$ cat src/rtl/disp_seq_pkg.sv
// rtl/disp_seq_pkg.sv - shared types and constants for the display scan sequencer
package disp_seq_pkg;

  typedef enum logic [1:0] {
    SHOW   = 2'd0,
    FETCH  = 2'd1,
    DRAIN  = 2'd2,
    COMMIT = 2'd3
  } seq_state_t;

  localparam int NUM_DIGITS = 4;
  localparam int IDX_W = $clog2(NUM_DIGITS);
  localparam logic [6:0] BLANK_DEFAULT = 7'h7F;

endpackage

$ cat src/rtl/display_scan_sequencer_digit_scanner.sv
// rtl/display_scan_sequencer_digit_scanner.sv - refresh counter, anode decode and segment mux
module digit_scanner
  import disp_seq_pkg::*;
#(
  parameter int DATA_W = 7,
  parameter logic [DATA_W-1:0] BLANK = BLANK_DEFAULT
) (
  input  logic                         clk,
  input  logic                         reset,
  input  logic                         refresh_tick,
  input  logic [NUM_DIGITS*DATA_W-1:0] shadow,
  output logic [NUM_DIGITS-1:0]        an,
  output logic [DATA_W-1:0]            seg
);

  logic [IDX_W-1:0] idx;

  // an and seg are loaded together so a digit never shows its neighbour's pattern
  always_ff @(posedge clk or posedge reset) begin
    if (reset) begin
      idx <= '0;
      an  <= '1;
      seg <= BLANK;
    end else if (refresh_tick) begin
      idx <= idx + 1'b1;
      an  <= ~(NUM_DIGITS'(1) << idx);
      seg <= shadow[idx*DATA_W +: DATA_W];
    end
  end

endmodule

$ cat src/rtl/display_scan_sequencer.sv
// rtl/display_scan_sequencer.sv - scroll position, ROM fetch FSM and shadow buffer for the 4-digit display
module display_scan_sequencer
  import disp_seq_pkg::*;
#(
  parameter int ADDR_W = 4,
  parameter int DATA_W = 7,
  parameter int MSG_LEN = 16,
  parameter logic [DATA_W-1:0] BLANK = BLANK_DEFAULT
) (
  input  logic                  clk,
  input  logic                  reset,
  input  logic                  step_tick,
  input  logic                  refresh_tick,
  input  logic                  btn_pause,
  input  logic                  btn_step,
  input  logic [DATA_W-1:0]     rom_data,
  output logic                  rom_rd,
  output logic [ADDR_W-1:0]     rom_addr,
  output logic [ADDR_W-1:0]     base_addr,
  output logic                  paused,
  output logic [NUM_DIGITS-1:0] an,
  output logic [DATA_W-1:0]     seg
);

  seq_state_t state, next_state;
  logic [1:0] k, k_next;
  logic [ADDR_W-1:0] base_next, rom_addr_d;
  logic pending, pending_next, init_done, advance, rom_rd_d, cap_en;
  logic [1:0] cap_idx;
  logic [NUM_DIGITS-1:0][DATA_W-1:0] fetch_buf, shadow;

  function automatic logic [ADDR_W-1:0] wrap_add(input logic [ADDR_W-1:0] a, input logic [1:0] b);
    return ADDR_W'((32'(a) + 32'(b)) % 32'(MSG_LEN));
  endfunction

  // a simultaneous pause toggle swallows the single-step press
  assign advance = paused ? (btn_step & ~btn_pause) : step_tick;

  always_ff @(posedge clk or posedge reset) begin
    if (reset) begin
      state     <= SHOW;
      k         <= '0;
      base_addr <= '0;
      pending   <= 1'b0;
      init_done <= 1'b0;
      paused    <= 1'b0;
    end else begin
      state     <= next_state;
      k         <= k_next;
      base_addr <= base_next;
      pending   <= pending_next;
      init_done <= 1'b1;
      paused    <= paused ^ btn_pause;
    end
  end

  always_comb begin
    next_state   = state;
    base_next    = base_addr;
    pending_next = pending;
    k_next       = 2'd0;
    case (state)
      SHOW: begin
        if (advance) begin
          base_next  = wrap_add(base_addr, 2'd1);
          next_state = FETCH;
        end else if (!init_done) begin
          next_state = FETCH;
        end
      end
      FETCH: begin
        if (advance) pending_next = 1'b1;
        if (k == 2'd3) next_state = DRAIN;
        else k_next = k + 2'd1;
      end
      DRAIN: begin
        if (advance) pending_next = 1'b1;
        next_state = COMMIT;
      end
      COMMIT: begin
        if (pending || advance) begin
          base_next    = wrap_add(base_addr, 2'd1);
          pending_next = 1'b0;
          next_state   = FETCH;
        end else begin
          next_state = SHOW;
        end
      end
      default: next_state = SHOW;
    endcase
  end

  // ROM strobe/address are registered, so they are derived from the next state
  always_comb begin
    rom_rd_d   = (next_state == FETCH);
    rom_addr_d = rom_rd_d ? wrap_add(base_next, k_next) : rom_addr;
    cap_en     = ((state == FETCH) && (k != 2'd0)) || (state == DRAIN);
    cap_idx    = (state == DRAIN) ? 2'd3 : k - 2'd1;
  end

  always_ff @(posedge clk or posedge reset) begin
    if (reset) begin
      rom_rd    <= 1'b0;
      rom_addr  <= '0;
      fetch_buf <= {NUM_DIGITS{BLANK}};
      shadow    <= {NUM_DIGITS{BLANK}};
    end else begin
      rom_rd   <= rom_rd_d;
      rom_addr <= rom_addr_d;
      if (cap_en) fetch_buf[cap_idx] <= rom_data;
      if (state == COMMIT) shadow <= fetch_buf;
    end
  end

  digit_scanner #(
    .DATA_W(DATA_W),
    .BLANK (BLANK)
  ) u_scanner (
    .clk         (clk),
    .reset       (reset),
    .refresh_tick(refresh_tick),
    .shadow      (shadow),
    .an          (an),
    .seg         (seg)
  );

endmodule

$ cat config.mk
export PLATFORM = sky130hd
export DESIGN_NAME = display_scan_sequencer
export DESIGN_NICKNAME = d
export VERILOG_FILES = /design/src/rtl/disp_seq_pkg.sv /design/src/rtl/display_scan_sequencer_digit_scanner.sv /design/src/rtl/display_scan_sequencer.sv
export SDC_FILE = /design/constraint.sdc
export NUM_CORES = 1
export LEC_CHECK = 0
export ABC_AREA = 1
export CORE_MARGIN = 10
export CORE_UTILIZATION = 60
export CTS_BUF_LIST = sky130_fd_sc_hd__clkbuf_4 sky130_fd_sc_hd__clkbuf_8 sky130_fd_sc_hd__clkbuf_16
export CTS_CLUSTER_SIZE = 28
export DETAILED_ROUTE_END_ITERATION = 7
export PLACE_DENSITY_LB_ADDON = 0.08
export SLEW_MARGIN = 20
export SYNTH_ARGS = -nofsm -noshare
export SYNTH_HDL_FRONTEND = slang
export SYNTH_SLANG_ARGS = --single-unit
$ cat constraint.sdc
create_clock -name clk -period 5.23 [get_ports clk]
set_input_delay 1.3075 -clock clk [delete_from_list [all_inputs] [get_ports clk]]
set_output_delay 1.3075 -clock clk [all_outputs]
set_load 0.05 [all_outputs]
# Yosys cells after proc, flatten, opt, wreduce, memory -nomap -nowiden
# Cells that the tools add are included.
# Widths: inputs -> output; s select.
op_classes:
  addsub: 5
  bitwise_logic: 4
  eq_ne: 7
  order_cmp: 2
  n_shift: 2
  muxes: 18
  reduce_logical: 9
  multipliers: 1
op_table:
  columns: ["operator", "count"]
  rows:
  - ["$bwmux 28", 1]
  - ["$shiftx 28x6->7", 1]
  - ["$demux 7 s2", 1]
  - ["$mux 2", 6]
  - ["$mux 4", 2]
  - ["$pmux 2 s4", 1]
  - ["$pmux 4 s2", 1]
  - ["$mux 7", 1]
  - ["$eq 2x2->1 const B", 3]
  - ["$mul 2x3->5 const B", 1]
  - ["$add 2x1->2 const B", 2]
  - ["$add 4x1->4 const B", 1]
  - ["$add 4x2->4", 1]
  - ["$eq 2x1->1 const B", 2]
  - ["$mux 1", 4]
  - ["$not 4->4", 1]
  - ["$reduce_bool 2->1", 2]
  - ["$shl 1x2->4 const A", 1]
  - ["$lt 2x3->1 const B", 1]
  - ["$reduce_and 3->1", 1]
  - ["$ge 2x1->1 const B", 1]
  - ["$logic_and 1x1->1", 2]
  - ["$logic_not 2->1", 1]
  - ["$logic_or 1x1->1", 2]
  - ["8 further kinds", 8]
totals:
  wordCells: 67
  input_bits: 13
  regBits: 85

# Longest topological paths before layout
# Gate-level depths: netlist (run 1).
logic_depth:
  word_depth: 7
  ltp_mapped: 13
  ltp_nobuf: 13

# Hierarchy
# A second synthesis (run 1) with hierarchy kept.
unflattened:
  hier_cells: 479
  hier_area_um2: 4102.7
by_module_without_submodules:
  columns: ["module", "instances", "area_each_um2", "cells_per_inst"]
  rows:
  - ["display_scan_sequencer", 1, 3180.6, 343]
  - ["digit_scanner", 1, 922.1, 136]

# Worst setup path after synthesis (run 1)
# Ideal clock, no wire load.
synth_timing:
  kind: "input port to flip-flop"
  from: "input port btn_pause"
  to: "register rom_addr[2]"
  setup_slack_ps: 2428
  arrival_time_ps: 2684
  stages: 11
  path_cell_list: "inv_1 -> nand3_2 -> nand4_1 -> nand3_1 -> nand2_1 -> o21ai_0 -> ha_1 -> fa_1 -> nand3b_1 -> nand3_1 -> nand2_1"
synth_between:
  elab_chain_cells: 7
synth_rtl:
  columns: ["item", "line_no", "text"]
  rows:
  - ["from (decl)", "display_scan_sequencer.sv:14", "input logic btn_pause,"]
  - ["$not 1->1 (*)", "display_scan_sequencer.sv:37", "assign advance = paused ? (btn_step & ~btn_pause) : step_tick;"]
  - ["$and 1x1->1 (*)", "display_scan_sequencer.sv:37", null]
  - ["$mux 1 (*)", "display_scan_sequencer.sv:37", null]
  - ["$logic_or 1x1->1", "display_scan_sequencer.sv:81", "if (pending || advance) begin"]
  - ["$mux 4", "display_scan_sequencer.sv:81", null]
  - ["$pmux 4 s2 (*)", "display_scan_sequencer.sv:62", "case (state)"]
  - ["named net base_next[0]", "display_scan_sequencer.sv:27", "logic [ADDR_W-1:0] base_next, rom_addr_d;"]
  - ["$add 4x2->4 (*)", "display_scan_sequencer.sv:33", "return ADDR_W'((32'(a) + 32'(b)) % 32'(MSG_LEN));"]
  - ["to (signal assigned)", "display_scan_sequencer.sv:109", "rom_addr <= rom_addr_d;"]
  - ["to (decl)", "display_scan_sequencer.sv:18", "output logic [ADDR_W-1:0] rom_addr,"]
# The timed path passes the listed nets; every way through them passes the cells marked *.
# A chain may end at the register's enable or synchronous reset.

# Worst setup path after layout (run 1)
# Ends and elaborated chain as after synthesis.

==> results of run 1 <==
[how the worst min path moves through the flow]
| stage | startpoint | to | slack (ns) | depth (start not counted) |
|---|---|---|---|---|
| after floorplan | shadow[6] | shadow[6] | 0.44 | 2 |
| after global placement | shadow[6] | shadow[6] | 0.45 | 2 |
| after detailed placement | shadow[4] | shadow[4] | 0.45 | 2 |
| after CTS | fetch_buf[4] | shadow[4] | 0.46 | 2 |
| after global routing | shadow[19] | shadow[19] | 0.48 | 2 |
| final | shadow[4] | shadow[4] | 0.46 | 2 |
[placed cells by master (no fill, tap or decap), types with 6 or more instances in the layout]
cell / n
o211ai_1: 6
o21ai_0: 42
nand3_1: 10
nor2_1: 17
clkbuf_8: 10
ha_1: 13
clkdlybuf4s50_1: 33
a21oi_1: 13
nand2_2: 6
dfstp_2: 67
nand2_1: 114
inv_1: 40
o21ai_1: 14
dfrtp_1: 18
a31oi_1: 7
[cell type report]
| class | count | area, µm² |
|---|---|---|
| Fill cell | 514 | 1890 |
| Multi-Input combinational cell | 262 | 1360 |
| Clock inverter | 4 | 48.8 |
| Tap cell | 77 | 96.3 |
| Timing Repair Buffer | 36 | 353 |
| Clock buffer | 11 | 145 |
| Sequential cell | 85 | 2210 |
| Inverter | 45 | 169 |
[cells by family (layout without fill, tap and decap cells)]
logic type	Yosys count	in the layout	share of synthesized area (%)
buffers and inverters	61	96	6.48
and+or+nand+nor	158	158	17.5
xor gates and xnor gates	2	2	0.458
other	1	1	0.0981
adders and majority gates	14	14	4.78
AOI/OAI and AO/OA	87	87	12.8
DFF	85	85	57.8
[metal layers]
metal  routed length, µm  up-vias
met5                   0        -
met4                 112        0
met3                 407       10
met2                3340       55
met1                3640     1277
li1                    -     1375
[power breakdown]
group	total, mW	internal [mW]	switching, mW
Clock	0.456	0.236	0.220
Combinational	1.23	0.420	0.812
Sequential	1.35	1.14	0.206
[metrics by stage]
| stage | cells | setup slack (ns) |
|---|---|---|
| after CTS | 520 | 2.07 |
| after floorplan | 408 | 1.84 |
| after global routing | 520 | 1.93 |
| final | 520 | 2.10 |
| after global placement | 505 | 1.87 |
| after detailed placement | 505 | 1.71 |
[tightest hold or removal path, delay by kind of cell (launching register included)]
family / cells / cell delay, ns
DFF: 1 / 0.37
and+or+nand+nor: 2 / 0.09
[registers in the layout (all words and copies together), names as in the netlist]
| register | cells |
|---|---|
| u_scanner.idx | 2 |
| u_scanner.seg | 7 |
| k | 2 |
| init_done | 1 |
| rom_addr | 4 |
| u_scanner.an | 4 |
| paused | 1 |
| base_addr | 4 |
| rom_rd | 1 |
| fetch_buf | 28 |
| state | 2 |
| pending | 1 |
| shadow | 28 |
==> flow_summary.json, run 1 <==
{
  "syn-num-nets": 435,
  "cts_buffers": 9,
  "cp_data_arrival_time_ns": 3.37,
  "start_util_pct": 60.9,
  "max_freq_mhz": 320,
  "cts_buffer_depth": 2,
  "report.final.slew_viol_count": 0,
  "crit_chain": "clkdlybuf4s50_1 -> inv_1 -> nand3_2 -> nand3_1 -> nand2_1 -> nand2_2 -> nand2_1 -> o21ai_0 -> ha_1 -> fa_1 -> nand3b_1 -> nand3_1 -> nand2_1",
  "synth_enable_flop_cells": 0,
  "gr-usage-all-layers_pct": 15.8,
  "cts_setup_buffers": 0,
  "peakVddDrop_uv": 436,
  "grt_pass1_vias": 2752,
  "cpPeakStageDelay_ns": 0.49,
  "portBuffers": 33,
  "dpl_cell_area_um2": 4190,
  "finalSetupViolations": 0,
  "grt_busiest_layer": "met2",
  "antenna_left": 0,
  "tns_ns": 0,
  "maxSlewHeadroom_pct": 39.7,
  "wire_per_inst_um": 14.4,
  "rrSetupSlack_ns": 2.82,
  "path_delay_family": "simple AND/OR/NAND/NOR gates",
  "crit_start": "btn_pause",
  "cts_root_buffer": "clkbuf_8",
  "grt_pass1_wl_um": 13000,
  "hold_class": "reg2reg",
  "syn_inst": 408,
  "grt_setup_unrepaired": "false",
  "rows": 29,
  "cp_common_cell": "nand2_1",
  "synth_area_leader_cell": "dfstp_2",
  "ff2ff_path_depth": 11,
  "syn_area_per_cell_um2": 9.37,
  "hold_buffers": 0,
  "drt-total-wl_um": 7510,
  "ios": 34,
  "finalHoldViolCount": 0,
  "die_height_um": 99.8,
  "yosysMostFrequentCell": "nand2_1",
  "fin_hold_ws_ns": 0.463,
  "dieWidth_um": 99.8,
  "tightestPinTransition_ns": 0.905,
  "met1_usage_pct": 21.0,
  "p_per_area_nw_per_um2": 692,
  "status": "finished clean",
  "cp_data_required_time_ns": 5.47,
  "drive_above_1_share_pct": 23.7,
  "grt_max_degree": 54,
  "cp-start-kind": "input pin",
  "drc_errors": 0,
  "p_leak_nw": 2.01,
  "endpoint": "rom_addr[2]",
  "clock_latency_ns": 0.35,
  "r2r_start": "state[0]",
  "synthTopCellsByArea": "dfstp_2, dfrtp_1, nand2_1",
  "cp.depth": 13,
  "critPathMaxFanout": 4,
  "grt_use_met2_pct": 24.0,
  "totalPowerFinal_mw": 3.04,
  "synth_top_area_share_pct": 46.1,
  "h-tree-depth": 3,
  "crit-reg2reg-capture": "rom_addr[2]",
  "firstDrtPassIters": 4,
  "ys_ff_latch": 85,
  "cts_resized": 0,
  "vias": 2717,
  "grt_util_met3_pct": 4.67,
  "drt-initial-drc-count": 153,
  "min_period_ns": 3.13,
  "cts_tree": "yes",
  "drv_cap": 0,
  "dp_hpwl_um": 5160,
  "grt_overflow": 0,
  "final_core_util_pct": 69.9,
  "netlist_top_cells_count": "nand2_1, dfstp_2, o21ai_0",
  "final_area_um2": 4390,
  "period_share_pct": 59.8,
  "core_area_um2": 6280,
  "clkTransAtPathRegs_ns": 0.08,
  "gp_congestion": 0.824,
  "ys_types": 32,
  "synth-main-ff-cell": "dfstp_2",
  "grt_antenna_before_repair": 0,
  "nets": 466,
  "path_buf_inv": 2,
  "synth-warning-count": 0,
  "critPathKind": "in2reg",
  "crit_path_end_kind": "register",
  "area_delta_synth_final_pct": 14.8,
  "synthesis.area_um2": 3820,
  "viasPerCell": 5.23,
  "ys_seq_area_share_pct": 57.8,
  "cp_slowest_cell": "clkdlybuf4s50_1",
  "synth_async_sr_flop_share_pct": 100,
  "cts_sinks": 85,
  "dieArea_um2": 9960,
  "skew_ns": 0.00871,
  "antennaDiodeCount": 0
}
Power figures use the tool's default switching activity.
==> inputs of run 2 (changes only) <==
- CORE_UTILIZATION: 60 -> 57
- clock period: 5.23 -> 3.3 ns (I/O delays scaled with it)
==> run 2 against run 1 <==
Die area up 4.2%. Global-route usage down 0.31 points. Sequential power grew 56%. Via count rose by 0.96%. Combinational power is 61% higher. Sequential cell count unchanged.
==> flow_summary.json, run 2 (synthesis results as in run 1) <==
{
  "wire_per_inst_um": 14.1,
  "area_delta_synth_final_pct": 15.8,
  "min_to": "shadow[4]",
  "clock_latency_ns": 0.35,
  "crit_chain": "clkdlybuf4s50_1 -> inv_1 -> nand3_2 -> nand3_1 -> nand2_1 -> nand2_2 -> nand2_1 -> o21ai_0 -> ha_1 -> fa_1 -> nand3b_1 -> nand3_1 -> nand2_1",
  "viasPerCell": 5.25,
  "worstHoldStart": "shadow[4]",
  "maxSlewHeadroom_pct": 53.6,
  "min_period_ns": 2.56,
  "firstDrtPassIters": 5,
  "drt-initial-drc-count": 148,
  "tightestPinTransition_ns": 0.696,
  "cts_setup_buffers": 0,
  "status": "finished clean",
  "drv_cap": 0,
  "dp_hpwl_um": 5130,
  "crit_path_end_kind": "register",
  "core_area_um2": 6420,
  "cp-start-kind": "input pin",
  "final_core_util_pct": 68.9,
  "cts_tree": "yes",
  "grt_pass1_wl_um": 12900,
  "final_common_cell": "nand2_1",
  "grt_pass1_vias": 2737,
  "finalHoldViolCount": 0,
  "rows": 29,
  "cp_data_arrival_time_ns": 2.80,
  "p_leak_nw": 2.03,
  "skew_ns": 0.0132,
  "gp_congestion": 0.764,
  "tns_ns": 0,
  "critPathMaxFanout": 4,
  "max_freq_mhz": 391,
  "cp_data_required_time_ns": 3.54,
  "grt_setup_unrepaired": "false",
  "report.final.slew_viol_count": 0,
  "grt_antenna_before_repair": 0,
  "grt_overflow": 0,
  "r2r_start": "state[0]",
  "cts_resized": 0,
  "gr-usage-all-layers_pct": 15.5,
  "cts_root_buffer": "clkbuf_8",
  "start_util_pct": 59.5,
  "dieWidth_um": 102,
  "dieArea_um2": 10400,
  "grt_max_degree": 53,
  "crit-reg2reg-capture": "rom_addr[2]",
  "layout_common_cells": "nand2_1, dfstp_2, o21ai_0",
  "hold_depth": 2,
  "fillers": 501,
  "cp_slowest_cell": "clkdlybuf4s50_1",
  "hold_class": "reg2reg",
  "cp_common_cell": "nand2_1",
  "rrSetupSlack_ns": 0.96,
  "h-tree-depth": 3,
  "drive_above_1_share_pct": 24.0,
  "antennaDiodeCount": 0,
  "cts_sinks": 85,
  "hold_buffers": 0,
  "vias": 2743,
  "critPathKind": "in2reg",
  "cts_buffer_depth": 2,
  "antenna_left": 0,
  "peakVddDrop_uv": 570,
  "pre_cts_slack_ns": 0.384,
  "p_per_area_nw_per_um2": 1100,
  "cts_buffers": 9,
  "cpPeakStageDelay_ns": 0.49,
  "ff2ff_path_depth": 11,
  "drc_errors": 0,
  "drt-total-wl_um": 7350,
  "largestRegisters": "fetch_buf x28, shadow x28, u_scanner.seg x7",
  "ios": 34,
  "period_share_pct": 77.5,
  "portBuffers": 33,
  "fin_ws_ns": 0.742,
  "die_height_um": 102,
  "clkTransAtPathRegs_ns": 0.08,
  "nets": 467,
  "finalSetupViolations": 0
}
[run 2: changes by cell type in the layout (fill, tap and decap cells not counted)]
cell / change
inv_4: +1
inv_2: -1
clkbuf_8: +1
clkinv_2: -1
buf_12: +1
inv_6: +1
[run 2: layout make-up]
| class | instances | area [µm²] | area share, % |
|---|---|---|---|
| sequential | 85 | 2210 | 49.9 |
| timing repair buffer | 37 | 373 | 8.42 |
| inverter | 45 | 170 | 3.84 |
| multi-input combinational | 262 | 1360 | 30.8 |
| clock inverter | 4 | 53.8 | 1.22 |
| tap | 77 | 96.3 | 2.18 |
| clock buffer | 12 | 159 | 3.59 |
[run 2: per-layer routing]
metal | wire length [µm] | GRT usage [%] | vias up
met4 | 80 | 6.51 | 0
met2 | 3270 | 23.6 | 60
met1 | 3600 | 21.1 | 1299
li1 | - | - | 1377
met5 | 0 | 0 | -
met3 | 390 | 3.58 | 7
[run 2: worst max-delay path by stage]
stage          cells past startpoint           end  slack, ns      start
6_report                          13   rom_addr[2]       0.74  btn_pause
5_1_grt                           13   rom_addr[2]       0.57  btn_pause
4_1_cts                           13   rom_addr[2]       0.75  btn_pause
3_5_place_dp                      13   rom_addr[2]       0.38  btn_pause
3_3_place_gp                      13   rom_addr[2]       0.43  btn_pause
2_1_floorplan                      1  base_addr[0]       0.39      reset
[run 2: report_power, final]
group | total [mW] | internal [mW] | switching [mW]
logic | 1.98 | 0.674 | 1.31
clock network | 0.777 | 0.405 | 0.372
registers | 2.11 | 1.81 | 0.296
total | 4.86 | 2.89 | 1.98
[run 2: through the flow]
stage	power, mW	std cells	cell area (µm²)	hold slack (ns)
6_report	4.86	522	4430	0.463
5_1_grt	5.25	522	4430	0.484
4_1_cts	4.89	522	4430	0.464
3_5_place_dp	4.11	506	4210	0.451
3_3_place_gp	4.04	506	4210	0.449
2_1_floorplan	3.57	408	3820	0.439
[run 2: worst max-delay path: cells and delay by family]
kind            cells  cell delay [ns]
fa+ha+maj           2             0.61
buf+inv             2             0.55
compound gates      1             0.10
simple gates        8             0.73
==> inputs of run 3 (changes only) <==
- clock period: 3.3 -> 2.6 ns (I/O delays scaled with it)
==> run 3 against run 2 <==
Die area stayed put. Combinational power is 29% higher. Highest routed layer unchanged. Register-to-register slack worse by 0.68 ns. Critical endpoint unchanged. Worst setup slack worse by 0.50 ns.
==> flow_summary.json, run 3 (synthesis results as in run 1) <==
{
  "status": "finished clean",
  "grt_max_degree": 86,
  "min_period_ns": 2.36,
  "wl_met2_um": 3390,
  "grt_pass1_vias": 2749,
  "wire_per_inst_um": 14.0,
  "totalPowerFinal_mw": 6.29,
  "p_leak_nw": 2.07,
  "critPathMaxFanout": 4,
  "grt_overflow": 0,
  "placed_cells": 512,
  "cts_root_buffer": "clkbuf_8",
  "gr-usage-all-layers_pct": 15.5,
  "cp-start-kind": "input pin",
  "antenna_left": 0,
  "cts_tree": "yes",
  "final_cells": 528,
  "viasPerCell": 5.18,
  "tns_ns": 0,
  "finalSetupViolations": 0,
  "area_delta_synth_final_pct": 17.6,
  "fin_ws_ns": 0.238,
  "firstDrtPassIters": 4,
  "antennaDiodeCount": 0,
  "ios": 34,
  "hold_buffers": 0,
  "vias": 2734,
  "cts_buffers": 9,
  "max_freq_mhz": 423,
  "drv_cap": 0,
  "start_util_pct": 59.5,
  "peakVddDrop_uv": 848,
  "skew_ns": 0.00849,
  "hold_class": "reg2reg",
  "die_height_um": 102,
  "grt_pass1_wl_um": 12800,
  "cts_buffer_depth": 2,
  "cp_data_required_time_ns": 2.84,
  "clkTransAtPathRegs_ns": 0.08,
  "report.final.slew_viol_count": 0,
  "grt_setup_unrepaired": "false",
  "nets": 473,
  "pre_cts_slack_ns": -0.142,
  "drt-initial-drc-count": 110,
  "dp_hpwl_um": 5090,
  "wl_met1_um": 3590,
  "clock_latency_ns": 0.34,
  "drc_errors": 0,
  "cp_data_arrival_time_ns": 2.60,
  "rows": 29,
  "largestRegisters": "fetch_buf x28, shadow x28, u_scanner.seg x7",
  "cts_sinks": 85,
  "final_common_cell": "nand2_1",
  "wl_met3_um": 325,
  "critPathKind": "in2reg",
  "grt_antenna_before_repair": 0,
  "dieArea_um2": 10400,
  "p_per_area_nw_per_um2": 1400,
  "top_layer": "met4",
  "cts_resized": 0,
  "crit_path_end_kind": "register",
  "maxSlewHeadroom_pct": 52.1,
  "finalHoldViolCount": 0,
  "period_share_pct": 90.8,
  "h-tree-depth": 3,
  "tightestPinTransition_ns": 0.718,
  "portBuffers": 33,
  "gp_congestion": 0.773,
  "core_area_um2": 6420,
  "drt-total-wl_um": 7370,
  "dieWidth_um": 102,
  "layout_common_cells": "nand2_1, dfstp_2, o21ai_0",
  "cts_setup_buffers": 0,
  "drive_above_1_share_pct": 25.1
}
## run 3: path summary, 6_finish.rpt
kind / startpoint / endpoint / slack, ns / cells past startpoint
max: btn_pause / rom_addr[2] / 0.24 / 13
min: fetch_buf[15] / shadow[15] / 0.46 / 2
max reg2reg: state[0] / rom_addr[2] / 0.28 / 11
min reg2reg: fetch_buf[15] / shadow[15] / 0.46 / 2
max in group asynchronous: reset / u_scanner.seg[5] / 1.46 / 3
min in group asynchronous: reset / u_scanner.idx[1] / 0.75 / 3
## run 3: layout make-up
class                   count  area (µm²)
flip-flops and latches     85        2210
fillers                   522        1930
multi-input cells         262        1360
repair buffers             43         418
inverters                  45         173
clock buffers              13         166
well taps                  77        96.3
clock inverters             3        66.3
## run 3: report_power, final
group	switching, mW	leakage, nW	internal (mW)
combinational	1.67	1.01	0.894
clock	0.437	0.121	0.617
sequential	0.371	0.932	2.30
## run 3: stage by stage
stage	cell area, µm²	utilization (%)	hold slack [ns]
2_1_floorplan	3830	-	0.439
3_3_place_gp	4260	66.4	0.452
3_5_place_dp	4260	66.4	0.454
4_1_cts	4490	70.0	0.466
5_1_grt	4490	70.0	0.488
6_report	4490	70.0	0.462
## run 3: critical path, stage by stage
cell and delay [ns]:
clkdlybuf4s50_1 0.49, inv_1 0.06, nand3_2 0.09, nand3_1 0.07, nand2_1 0.09, nand2_2 0.09
nand2_1 0.07, o21ai_0 0.10, ha_1 0.23, fa_1 0.38, nand3b_1 0.17, nand3_1 0.08
nand2_1 0.04
## run 3: routing by layer
metal,up-vias,GRT usage (%)
li1,1386,-
met1,1302,20.3
met2,40,24.5
met3,6,3.85
met4,0,5.53
met5,-,0
